[src/rtl/signal_ctrl_pkg.sv]
// Shared types and constants for the N-phase signal controller.
// Latency: n/a (package only).
// Backpressure: n/a.
package signal_ctrl_pkg;

  typedef enum logic [1:0] {
    GREEN_BASE = 2'd0,
    GREEN_EXT  = 2'd1,
    YELLOW     = 2'd2,
    WALK       = 2'd3
  } state_e;

  localparam logic [1:0] SLOT_BASE = 2'd0;
  localparam logic [1:0] SLOT_EXT  = 2'd1;
  localparam logic [1:0] SLOT_YEL  = 2'd2;
  localparam logic [1:0] SLOT_WALK = 2'd3;

  localparam int unsigned DEF_BASE = 6;
  localparam int unsigned DEF_EXT  = 3;
  localparam int unsigned DEF_YEL  = 2;
  localparam int unsigned DEF_WALK = 3;

  // Default interval for a time-table slot; also used when a zero is written.
  function automatic int unsigned slot_default(input logic [1:0] slot);
    case (slot)
      SLOT_BASE: return DEF_BASE;
      SLOT_EXT:  return DEF_EXT;
      SLOT_YEL:  return DEF_YEL;
      default:   return DEF_WALK;
    endcase
  endfunction

endpackage

[src/rtl/phase_interval_timer.sv]
// Interval timer: prescaler producing Tick every CLK_DIV cycles plus a tick down-counter.
// Latency: expired is high in the last cycle of a value*CLK_DIV cycle interval; start reloads next edge.
// Backpressure: none; free-running, start always wins.
module phase_interval_timer #(
  parameter int                TIME_W      = 4,
  parameter int                CLK_DIV     = 4,
  parameter logic [TIME_W-1:0] RESET_VALUE = '0
) (
  input  logic              clk,
  input  logic              Reset_n,
  input  logic              start,
  input  logic [TIME_W-1:0] value,
  output logic              Tick,
  output logic              expired
);

  localparam int PW = (CLK_DIV > 1) ? $clog2(CLK_DIV) : 1;
  localparam logic [PW-1:0] PRESC_MAX = PW'(CLK_DIV - 1);

  logic [PW-1:0]     presc_q, presc_d;
  logic [TIME_W-1:0] cnt_q, cnt_d;
  logic              tick_q, tick_d;

  // Next-state: prescaler wraps at CLK_DIV-1, counter steps on each tick, start restarts both.
  always_comb begin
    presc_d = (presc_q == PRESC_MAX) ? '0 : presc_q + 1'b1;
    cnt_d   = cnt_q;
    if (tick_q && (cnt_q != '0)) begin
      cnt_d = cnt_q - 1'b1;
    end
    if (start) begin
      presc_d = '0;
      cnt_d   = value;
    end
    // Tick is registered, so it is decided from the prescaler value of the coming cycle.
    tick_d = (presc_d == PRESC_MAX);
  end

  // State registers; the reset interval matches the first state entered after reset.
  always_ff @(posedge clk or negedge Reset_n) begin
    if (!Reset_n) begin
      presc_q <= '0;
      cnt_q   <= RESET_VALUE;
      tick_q  <= 1'b0;
    end else begin
      presc_q <= presc_d;
      cnt_q   <= cnt_d;
      tick_q  <= tick_d;
    end
  end

  assign Tick    = tick_q;
  assign expired = tick_q && (cnt_q <= TIME_W'(1));

endmodule

[src/rtl/multi_phase_signal_ctrl.sv]
// N-phase round-robin signal controller with per-phase green/extension/yellow/walk intervals.
// Latency: async inputs act 3 cycles after they change (2-flop sync + edge/latch); lamps registered.
// Backpressure: none; Reprogram strobes are taken on every synchronized rising edge.
module multi_phase_signal_ctrl
  import signal_ctrl_pkg::*;
#(
  parameter int NUM_PHASES = 2,
  parameter int TIME_W     = 4,
  parameter int CLK_DIV    = 100_000_000,
  parameter int PH_W       = $clog2(NUM_PHASES)
) (
  input  logic                  clk,
  input  logic                  Reset_n,
  input  logic [NUM_PHASES-1:0] Sensor,
  input  logic [NUM_PHASES-1:0] Walk_Request,
  input  logic                  Reprogram,
  input  logic [PH_W-1:0]       Time_Phase_Selector,
  input  logic [1:0]            Time_Parameter_Selector,
  input  logic [TIME_W-1:0]     Time_Value,
  output logic [NUM_PHASES-1:0] Green,
  output logic [NUM_PHASES-1:0] Yellow,
  output logic [NUM_PHASES-1:0] Walk,
  output logic [PH_W-1:0]       Phase,
  output logic                  Tick
);

  logic [NUM_PHASES-1:0] sens_s1_q, sens_s2_q;
  logic [NUM_PHASES-1:0] walk_s1_q, walk_s2_q;
  logic                  rp_s1_q, rp_s2_q, rp_s3_q;
  logic                  rp_edge;

  logic [TIME_W-1:0]     tbl_q [NUM_PHASES][4];
  logic                  wr_en;
  logic [TIME_W-1:0]     wr_val;

  logic [NUM_PHASES-1:0] walk_latch_q;
  logic [NUM_PHASES-1:0] walk_clr;

  state_e                state_q, state_d;
  logic [PH_W-1:0]       phase_q, phase_d, phase_nxt;
  logic [NUM_PHASES-1:0] green_q, green_d, yellow_q, yellow_d, walk_q, walk_d;

  logic                  tmr_start, tmr_expired;
  logic [TIME_W-1:0]     tmr_value;

  // Two-flop synchronizers for the asynchronous inputs, plus a third Reprogram flop for edge detect.
  always_ff @(posedge clk or negedge Reset_n) begin
    if (!Reset_n) begin
      sens_s1_q <= '0;
      sens_s2_q <= '0;
      walk_s1_q <= '0;
      walk_s2_q <= '0;
      rp_s1_q   <= 1'b0;
      rp_s2_q   <= 1'b0;
      rp_s3_q   <= 1'b0;
    end else begin
      sens_s1_q <= Sensor;
      sens_s2_q <= sens_s1_q;
      walk_s1_q <= Walk_Request;
      walk_s2_q <= walk_s1_q;
      rp_s1_q   <= Reprogram;
      rp_s2_q   <= rp_s1_q;
      rp_s3_q   <= rp_s2_q;
    end
  end

  assign rp_edge = rp_s2_q && !rp_s3_q;

  // Selector and value are sampled directly; they are expected to be stable around the strobe.
  assign wr_en  = rp_edge && (int'(Time_Phase_Selector) < NUM_PHASES);
  assign wr_val = (Time_Value == '0) ? TIME_W'(slot_default(Time_Parameter_Selector)) : Time_Value;

  // Time table: defaults at reset, one slot written per Reprogram rising edge.
  always_ff @(posedge clk or negedge Reset_n) begin
    if (!Reset_n) begin
      for (int p = 0; p < NUM_PHASES; p++) begin
        for (int s = 0; s < 4; s++) begin
          tbl_q[p][s] <= TIME_W'(slot_default(2'(s)));
        end
      end
    end else if (wr_en) begin
      tbl_q[Time_Phase_Selector][Time_Parameter_Selector] <= wr_val;
    end
  end

  // Walk latches: a request seen in the same cycle as the clear wins, so it is served next visit.
  always_ff @(posedge clk or negedge Reset_n) begin
    if (!Reset_n) begin
      walk_latch_q <= '0;
    end else begin
      walk_latch_q <= walk_s2_q | (walk_latch_q & ~walk_clr);
    end
  end

  assign phase_nxt = (phase_q == PH_W'(NUM_PHASES - 1)) ? '0 : phase_q + 1'b1;

  // Sequencer next-state, timer reload and lamp next-state; Reprogram restart has priority.
  always_comb begin
    state_d   = state_q;
    phase_d   = phase_q;
    tmr_start = 1'b0;
    tmr_value = '0;
    walk_clr  = '0;
    if (rp_edge) begin
      state_d   = GREEN_BASE;
      phase_d   = '0;
      tmr_start = 1'b1;
      // The table write lands on the same edge, so bypass it when base(0) is the slot written.
      if (wr_en && (Time_Phase_Selector == '0) && (Time_Parameter_Selector == SLOT_BASE)) begin
        tmr_value = wr_val;
      end else begin
        tmr_value = tbl_q[0][SLOT_BASE];
      end
    end else if (tmr_expired) begin
      tmr_start = 1'b1;
      unique case (state_q)
        GREEN_BASE: begin
          if (sens_s2_q[phase_q]) begin
            state_d   = GREEN_EXT;
            tmr_value = tbl_q[phase_q][SLOT_EXT];
          end else begin
            state_d   = YELLOW;
            tmr_value = tbl_q[phase_q][SLOT_YEL];
          end
        end
        GREEN_EXT: begin
          state_d   = YELLOW;
          tmr_value = tbl_q[phase_q][SLOT_YEL];
        end
        YELLOW: begin
          if (walk_latch_q[phase_q]) begin
            state_d           = WALK;
            tmr_value         = tbl_q[phase_q][SLOT_WALK];
            walk_clr[phase_q] = 1'b1;
          end else begin
            state_d   = GREEN_BASE;
            phase_d   = phase_nxt;
            tmr_value = tbl_q[phase_nxt][SLOT_BASE];
          end
        end
        WALK: begin
          state_d   = GREEN_BASE;
          phase_d   = phase_nxt;
          tmr_value = tbl_q[phase_nxt][SLOT_BASE];
        end
      endcase
    end
    green_d  = ((state_d == GREEN_BASE) || (state_d == GREEN_EXT)) ? (NUM_PHASES'(1) << phase_d) : '0;
    yellow_d = (state_d == YELLOW) ? (NUM_PHASES'(1) << phase_d) : '0;
    walk_d   = (state_d == WALK)   ? (NUM_PHASES'(1) << phase_d) : '0;
  end

  // Sequencer state and registered lamp outputs.
  always_ff @(posedge clk or negedge Reset_n) begin
    if (!Reset_n) begin
      state_q  <= GREEN_BASE;
      phase_q  <= '0;
      green_q  <= NUM_PHASES'(1);
      yellow_q <= '0;
      walk_q   <= '0;
    end else begin
      state_q  <= state_d;
      phase_q  <= phase_d;
      green_q  <= green_d;
      yellow_q <= yellow_d;
      walk_q   <= walk_d;
    end
  end

  phase_interval_timer #(
    .TIME_W      (TIME_W),
    .CLK_DIV     (CLK_DIV),
    .RESET_VALUE (TIME_W'(DEF_BASE))
  ) u_timer (
    .clk     (clk),
    .Reset_n (Reset_n),
    .start   (tmr_start),
    .value   (tmr_value),
    .Tick    (Tick),
    .expired (tmr_expired)
  );

  assign Green  = green_q;
  assign Yellow = yellow_q;
  assign Walk   = walk_q;
  assign Phase  = phase_q;

endmodule

[config.mk]
export PLATFORM = sky130hd
export DESIGN_NAME = multi_phase_signal_ctrl
export DESIGN_NICKNAME = d
export VERILOG_FILES = /design/src/rtl/signal_ctrl_pkg.sv /design/src/rtl/phase_interval_timer.sv /design/src/rtl/multi_phase_signal_ctrl.sv
export SDC_FILE = /design/constraint.sdc
export NUM_CORES = 1
export LEC_CHECK = 0
export BUFFER_PORTS_ARGS = -buffer_cell sky130_fd_sc_hd__buf_4
export CAP_MARGIN = 20
export CORE_MARGIN = 8
export CORE_UTILIZATION = 60
export CTS_BUF_LIST = sky130_fd_sc_hd__clkbuf_16
export CTS_CLUSTER_DIAMETER = 150
export CTS_CLUSTER_SIZE = 28
export DETAILED_ROUTE_END_ITERATION = 10
export GPL_TIMING_DRIVEN = 0
export PLACE_DENSITY = 0.84
export SLEW_MARGIN = 20
export SYNTH_ARGS = -nofsm -noshare
export SYNTH_HDL_FRONTEND = slang
export SYNTH_SLANG_ARGS = --single-unit
[constraint.sdc]
create_clock -name clk -period 4.6 [get_ports clk]
set_input_delay 0.23 -clock clk [delete_from_list [all_inputs] [get_ports clk]]
set_output_delay 0.23 -clock clk [all_outputs]
set_load 0.1 [all_outputs]
# --- After elaboration in Yosys (flattened, before gate mapping) ---
# Index checks and enable logic that the tools add are counted.
totals:
  elab_cells: 118
  regBits: 86
  output_inout_bits: 8
op_classes:
  n_addsub: 3
  muxes: 48
  reduce_logical: 16
  n_lt_le_gt_ge: 9
  n_bitwise: 8
  eq_ne: 9
  shift: 1
ops:
  columns: ["op", "n"]
  rows:
  - ["$mux 16", 4]
  - ["$eq 27x27->1 const B", 2]
  - ["$mux 27", 2]
  - ["$mux 12", 3]
  - ["$mux 4", 9]
  - ["$bwmux 32", 1]
  - ["$add 27x1->27 const B", 1]
  - ["$mux 2", 11]
  - ["$demux 16 s1", 1]
  - ["$pmux 4 s4", 1]
  - ["$mux 1", 11]
  - ["$eq 2x2->1 const B", 5]
  - ["$demux 4 s2", 1]
  - ["$logic_and 1x1->1", 8]
  - ["$pmux 2 s4", 1]
  - ["$ge 2x2->1 const B", 3]
  - ["$logic_not 2->1", 3]
  - ["$not 1->2", 3]
  - ["$pmux 3 s2", 1]
  - ["$eq 2x1->1 const B", 2]
  - ["$le 4x1->1 const B", 1]
  - ["$logic_not 4->1", 1]
  - ["$reduce_bool 4->1", 1]
  - ["$sub 4x1->4 const B", 1]
  - ["17 further kinds", 17]

# --- Depth between registers and ports, before layout ---
depth:
  depth_word: 11
  depth_mapped: 8
  depth_no_buf: 8

# --- Modules after synthesis ---
# From an unflattened synthesis, not the netlist that was laid out.
unflattened:
  cells_unflattened: 417
  area_unflattened_um2: 4404.2
by_module_without_submodules:
  columns: ["module", "area_each_um2", "cells_each", "n_inst"]
  rows:
  - ["multi_phase_signal_ctrl", 2611.3, 228, 1]
  - ["phase_interval_timer", 1793.0, 189, 1]

# --- Worst setup path after synthesis ---
# OpenSTA, ideal clock, no wires.
synth_path:
  path_type: "flip-flop to flip-flop"
  from: "reg phase_q (netlist: Phase)"
  to: "reg u_timer.cnt_q[3]"
  n_path_buf: 1
  t_arrival_ns: 2.470
  path_stages_with_launch: 8
  setup_ns: 0.126
  required_ns: 4.474
  slack_ns: 2.004
  synth_period_minus_slack_ns: 2.596
  path_cell_list: "dfrtp_1 buf_1 mux2i_1 nor2_1 mux4_2 mux2i_1 nor3_1 a221o_1"
synth_via:
  elab_chain_len: 11
  elab_cells_between_ends: 20
  classes_between: "add/sub: 1; mux: 17; bitwise: 2"
synth_lines:
  columns: ["item", "line_no", "text"]
  rows:
  - ["start, declared", "multi_phase_signal_ctrl.sv:40", "logic [PH_W-1:0] phase_q, phase_d, phase_nxt;"]
  - ["start signal, assigned", "multi_phase_signal_ctrl.sv:163", "phase_q <= phase_d;"]
  - ["$add 1x1->1", "multi_phase_signal_ctrl.sv:95", "assign phase_nxt = (phase_q == PH_W'(NUM_PHASES - 1)) ? '0 : phase_q + 1'b1;"]
  - ["$mux 1", "multi_phase_signal_ctrl.sv:95", null]
  - ["$not 1->2 (not written as such)", "multi_phase_signal_ctrl.sv:138, multi_phase_signal_ctrl.sv:144", null]
  - ["$mux 16 (not written as such) (3 in a row)", "multi_phase_signal_ctrl.sv:138, multi_phase_signal_ctrl.sv:144", null]
  - ["$mux 4", "multi_phase_signal_ctrl.sv:131", "if (walk_latch_q[phase_q]) begin"]
  - ["$pmux 4 s4 *", "multi_phase_signal_ctrl.sv:116", "unique case (state_q)"]
  - ["$mux 4 *", "multi_phase_signal_ctrl.sv:114", "end else if (tmr_expired) begin"]
  - ["$mux 4 *", "multi_phase_signal_ctrl.sv:104", "if (rp_edge) begin"]
  - ["$mux 4 *", "phase_interval_timer.sv:31", "if (start) begin"]
  - ["end signal, assigned", "phase_interval_timer.sv:47", "cnt_q <= cnt_d;"]
  - ["end, declared", "phase_interval_timer.sv:21", "logic [TIME_W-1:0] cnt_q, cnt_d;"]
# Every way passes the cells marked *; elsewhere a longest branch is shown, timed or not. The select of a mux whose other input is x is not followed.
# A chain may end at the register's enable or synchronous reset.

# --- Final worst setup path ---
layout_path:
  from: "reg u_timer.presc_q[8]"
  to: "reg u_timer.tick_q (netlist: u_timer.Tick)"
layout_via:
  elab_chain_len: 4
  elab_cells_between_ends: 5
  classes_between: "add/sub: 1; eq/ne: 2; mux: 2"
layout_lines:
  columns: ["item", "line_no", "text"]
  rows:
  - ["start, declared", "phase_interval_timer.sv:20", "logic [PW-1:0] presc_q, presc_d;"]
  - ["start signal, assigned", "phase_interval_timer.sv:46", "presc_q <= presc_d;"]
  - ["$add 27x1->27 / $eq 27x27->1 (equally long branches)", "phase_interval_timer.sv:26", "presc_d = (presc_q == PRESC_MAX) ? '0 : presc_q + 1'b1;"]
  - ["$mux 27 *", "phase_interval_timer.sv:26", null]
  - ["$mux 27 *", "phase_interval_timer.sv:31", null]
  - ["$eq 27x27->1 *", "phase_interval_timer.sv:36", "tick_d = (presc_d == PRESC_MAX);"]
  - ["net u_timer.tick_d", "phase_interval_timer.sv:22", "logic tick_q, tick_d;"]
  - ["end signal, assigned", "phase_interval_timer.sv:48", "tick_q <= tick_d;"]
  - ["end, declared", "phase_interval_timer.sv:22", null]
# The timed path passes the listed nets; every way through them passes the cells marked *.

==> impl_metrics.xml <==
<?xml version="1.0" encoding="UTF-8"?>
<metrics>
  <group name="worst_setup_path">
    <metric name="crit_chain" unit="">nand2_1, nor4_4, nand4_1, xor2_1, or4b_1, a2111oi_2</metric>
    <metric name="worst-setup-path-type" unit="">register to register</metric>
    <metric name="critical_path.slowest_cell" unit="">sky130_fd_sc_hd__nor4_4</metric>
    <metric name="cpPeakStageDelay" unit="ps">620</metric>
    <metric name="crit_arrival" unit="ps">3020</metric>
    <metric name="critPathRequiredTime" unit="ps">4800</metric>
    <metric name="worstSetupStartpointType" unit="">register</metric>
    <metric name="worstSetupEndpointType" unit="">register</metric>
    <metric name="critPathMaxFanout" unit="">9</metric>
  </group>
  <group name="min_path">
    <metric name="hold_path.class" unit="">input port to asynchronous set/reset pin</metric>
  </group>
  <group name="floorplanning">
    <metric name="fp.dieArea" unit="sq um">10100</metric>
    <metric name="floorplan.core_area" unit="sq um">6830</metric>
    <metric name="boundaryPins" unit="">22</metric>
    <metric name="initial_utilization" unit="%">62.5</metric>
    <metric name="vertical_extent_of_the_die" unit="microns">100</metric>
    <metric name="standard_cell_row_count" unit="">30</metric>
    <metric name="die-width" unit="microns">100</metric>
  </group>
  <group name="synthesis">
    <metric name="synth_edf_count" unit="">0</metric>
    <metric name="netlist_instances" unit="">412</metric>
    <metric name="synthAdderAreaFrac" unit="%">1.47</metric>
    <metric name="synth.most_common_cell" unit="">sky130_fd_sc_hd__dfrtp_1</metric>
    <metric name="synth_simple_gate_area_share" unit="%">22.1</metric>
    <metric name="postSynthAreaPerCell" unit="sq um">10.4</metric>
    <metric name="post_synth_num_cell_types" unit="">61</metric>
    <metric name="synth_top_area_share" unit="%">40.5</metric>
    <metric name="synth_compound_gate_area_share" unit="%">10.7</metric>
    <metric name="ys_seq_elements" unit="">86</metric>
    <metric name="synth_nets" unit="">431</metric>
    <metric name="mappedNetlistArea" unit="sq um">4270</metric>
    <metric name="asyncSetResetFlopFracSynth" unit="%">100</metric>
    <metric name="synth_top_cells_by_count" unit="">sky130_fd_sc_hd__dfrtp_1 (69), sky130_fd_sc_hd__nor2_1 (54), sky130_fd_sc_hd__nand2_1 (37)</metric>
    <metric name="muxShareOfSynthArea" unit="%">8.09</metric>
    <metric name="synth-warning-count" unit="">0</metric>
    <metric name="synth_top_area_cell" unit="">sky130_fd_sc_hd__dfrtp_1</metric>
    <metric name="synth.yosys.seq_area_share" unit="%">50.9</metric>
    <metric name="synth_flop_cell" unit="">sky130_fd_sc_hd__dfrtp_1</metric>
    <metric name="yosys.area_share.xor_xnor" unit="%">4.51</metric>
    <metric name="synth.top_cells.by_area" unit="">sky130_fd_sc_hd__dfrtp_1 (40%), sky130_fd_sc_hd__dfstp_2 (10%), sky130_fd_sc_hd__nor2_1 (4.7%), sky130_fd_sc_hd__nand2_1 (3.3%), sky130_fd_sc_hd__mux2i_1 (2.8%)</metric>
    <metric name="synth_top_family_by_area" unit="">simple AND/OR/NAND/NOR gates</metric>
  </group>
  <group name="clock_network">
    <metric name="cts_root_buffer" unit="">sky130_fd_sc_hd__clkbuf_16</metric>
    <metric name="cts_tree" unit="">yes</metric>
    <metric name="max-clock-path-buffers" unit="">2</metric>
    <metric name="post_cts.repair.setup_buffers" unit="">0</metric>
    <metric name="clock_edge_transition_at_the_registers_on_the_reported_setup_and_hold_paths" unit="ps">60</metric>
    <metric name="clkSinkCount" unit="">86</metric>
    <metric name="postCtsResizedCells" unit="">0</metric>
    <metric name="htree_levels" unit="">3</metric>
    <metric name="postCtsHoldBufs" unit="">3</metric>
    <metric name="cts_made_buffers" unit="">9</metric>
    <metric name="insertion_delay" unit="ps">340</metric>
  </group>
  <group name="layout">
    <metric name="instances_no_fill" unit="">547</metric>
    <metric name="drive_above_1_share" unit="%">17.5</metric>
    <metric name="nNetsFinal" unit="">465</metric>
    <metric name="finalCoreUtilization" unit="%">71.3</metric>
    <metric name="flow.area_growth_from_synthesis" unit="%">14.2</metric>
    <metric name="num-fill-cells" unit="">492</metric>
    <metric name="antenna_cells_inserted" unit="">0</metric>
  </group>
  <group name="drt">
    <metric name="first_pass_iters" unit="">5</metric>
    <metric name="total_via_count_after_detailed_routing" unit="">3301</metric>
    <metric name="dr.first_iter.drc_count" unit="">138</metric>
    <metric name="ant_nets" unit="">0</metric>
    <metric name="drt-total-wl" unit="microns">9530</metric>
    <metric name="route.detailed.vias_per_inst" unit="">6.03</metric>
    <metric name="drcViolationCount" unit="">0</metric>
    <metric name="detail_route.wl_per_cell" unit="microns">17.4</metric>
  </group>
  <group name="timing">
    <metric name="timing.final.setup_violations" unit="">0</metric>
    <metric name="highest_clock_frequency_the_design_can_meet" unit="MHz">355</metric>
    <metric name="rsz0062_at_grt" unit="">no</metric>
    <metric name="period_share" unit="%">61.2</metric>
    <metric name="finalHoldViolCount" unit="">69</metric>
    <metric name="post_route_setup_tns" unit="ps">0</metric>
    <metric name="fin_crit" unit="ps">2820</metric>
    <metric name="worstMarginPinSlew" unit="ps">826</metric>
    <metric name="max_transition_margin" unit="%">44.5</metric>
    <metric name="timing.clock.skew" unit="ps">6.68</metric>
    <metric name="timing.hold.ws" unit="ps">-71.9</metric>
    <metric name="worst_slack" unit="ps">1780</metric>
    <metric name="drv_slew" unit="">0</metric>
  </group>
  <group name="power">
    <metric name="power.static_leakage" unit="uW">0.00209</metric>
    <metric name="pwrdens" unit="nW/um^2">392</metric>
    <metric name="irDropWorstVdd" unit="V">0.000288</metric>
  </group>
  <group name="grt">
    <metric name="grt_start_max_net_pins" unit="">87</metric>
    <metric name="globalRouteOverflowTotal" unit="">0</metric>
    <metric name="antenna_found_initial" unit="">0</metric>
    <metric name="grt_pass1_wl" unit="microns">16400</metric>
    <metric name="grt.total_usage" unit="%">20.5</metric>
    <metric name="via_count_of_the_first_global_routing_pass" unit="">3374</metric>
  </group>
  <group name="place">
    <metric name="gp_congestion" unit="">0.891</metric>
    <metric name="placed_cells" unit="">527</metric>
    <metric name="placement.io_buffers" unit="">19</metric>
    <metric name="place_worst_setup_slack" unit="ps">1910</metric>
    <metric name="place_hpwl" unit="microns">6550</metric>
  </group>
  <group name="status">
    <metric name="violations" unit="">hold timing</metric>
    <metric name="run_status" unit="">finished with violations</metric>
  </group>
  <group name="run">
    <metric name="drv_cap" unit="">0</metric>
  </group>
</metrics>
## cell families (layout without fill, tap and decap cells)
kind of cell,after synthesis,in the layout
XOR/XNOR,22,22
AO/OA/AOI/OAI,72,72
multiplexers,27,27
buffers and inverters,23,62
flip-flops,86,86
adder cells (fa/ha/maj),5,5
AND/OR/NAND/NOR,177,177
## sequential cells by signal, summed over array words and instances, names as in the netlist, 2 cells and up
name / flops
tbl_q: 32
u_timer.presc_q: 27
u_timer.cnt_q: 4
Green: 2
Walk: 2
Yellow: 2
sens_s1_q: 2
sens_s2_q: 2
state_q: 2
walk_latch_q: 2
walk_s1_q: 2
walk_s2_q: 2
## layout make-up
type,instances,area (sq um),area share [%]
Buffer,12,52.6,1.08
Clock buffer,9,225,4.62
Clock inverter,7,66.3,1.36
Inverter,11,41.3,0.847
Multi-Input combinational cell,303,2010,41.2
Sequential cell,86,2170,44.6
Tap cell,96,120,2.47
Timing Repair Buffer,23,186,3.83
## final timing paths
kind,from,endpoint,slack [ps],cells after the start
hold reg to reg,rp_s1_q,rp_s2_q,350,0
setup reg to reg,u_timer.presc_q[8],u_timer.Tick,1780,6
min in group clk,Sensor[1],sens_s1_q[1],0,1
hold / removal,Reset_n,tbl_q[10],-70,1
setup / recovery,u_timer.presc_q[8],u_timer.Tick,1780,6
max in group asynchronous,Reset_n,u_timer.presc_q[2],4150,1
## metrics by stage
step | hold slack [ps] | cell area, sq um | power (uW)
floorplan | -65.6 | 4270 | 1110
global placement | 332 | 4530 | 1170
global route | 7.07 | 4870 | 1990
detailed placement | 336 | 4530 | 1200
finish | -71.9 | 4870 | 1910
CTS | 1.24 | 4850 | 1910
## worst max-delay path: cells and delay by family, from the launching register on
kind	cells	cell delay, ps
XOR/XNOR	1	220
AO/OA/AOI/OAI	1	410
flip-flops	1	510
AND/OR/NAND/NOR	4	1520
## metal layers
metal | track usage (%) | routed length (microns)
met5 | 0 | 0
met4 | 12.0 | 372
met3 | 3.53 | 471
met2 | 35.3 | 4900
met1 | 23.5 | 3790
## cells in the final DEF, fill, tap and decap left out, types with 10 or more instances in the layout
master / Yosys / layout
sky130_fd_sc_hd__a21oi_1: 20 / 20
sky130_fd_sc_hd__buf_4: 0 / 18
sky130_fd_sc_hd__clkbuf_1: 10 / 10
sky130_fd_sc_hd__dfrtp_1: 69 / 69
sky130_fd_sc_hd__dfstp_2: 17 / 17
sky130_fd_sc_hd__inv_1: 10 / 11
sky130_fd_sc_hd__mux2i_1: 12 / 12
sky130_fd_sc_hd__nand2_1: 37 / 37
sky130_fd_sc_hd__nand3_1: 11 / 11
sky130_fd_sc_hd__nor2_1: 54 / 54
sky130_fd_sc_hd__nor2b_1: 11 / 11
sky130_fd_sc_hd__o21ai_0: 24 / 24
sky130_fd_sc_hd__xor2_1: 13 / 13
## report_power, final
part	switching [uW]	leakage [uW]	internal, uW	total (uW)
Combinational	135	0.000882	116	251
Clock	296	0.000139	417	713
Sequential	71.5	0.00106	874	945
Power figures use the tool's default switching activity.
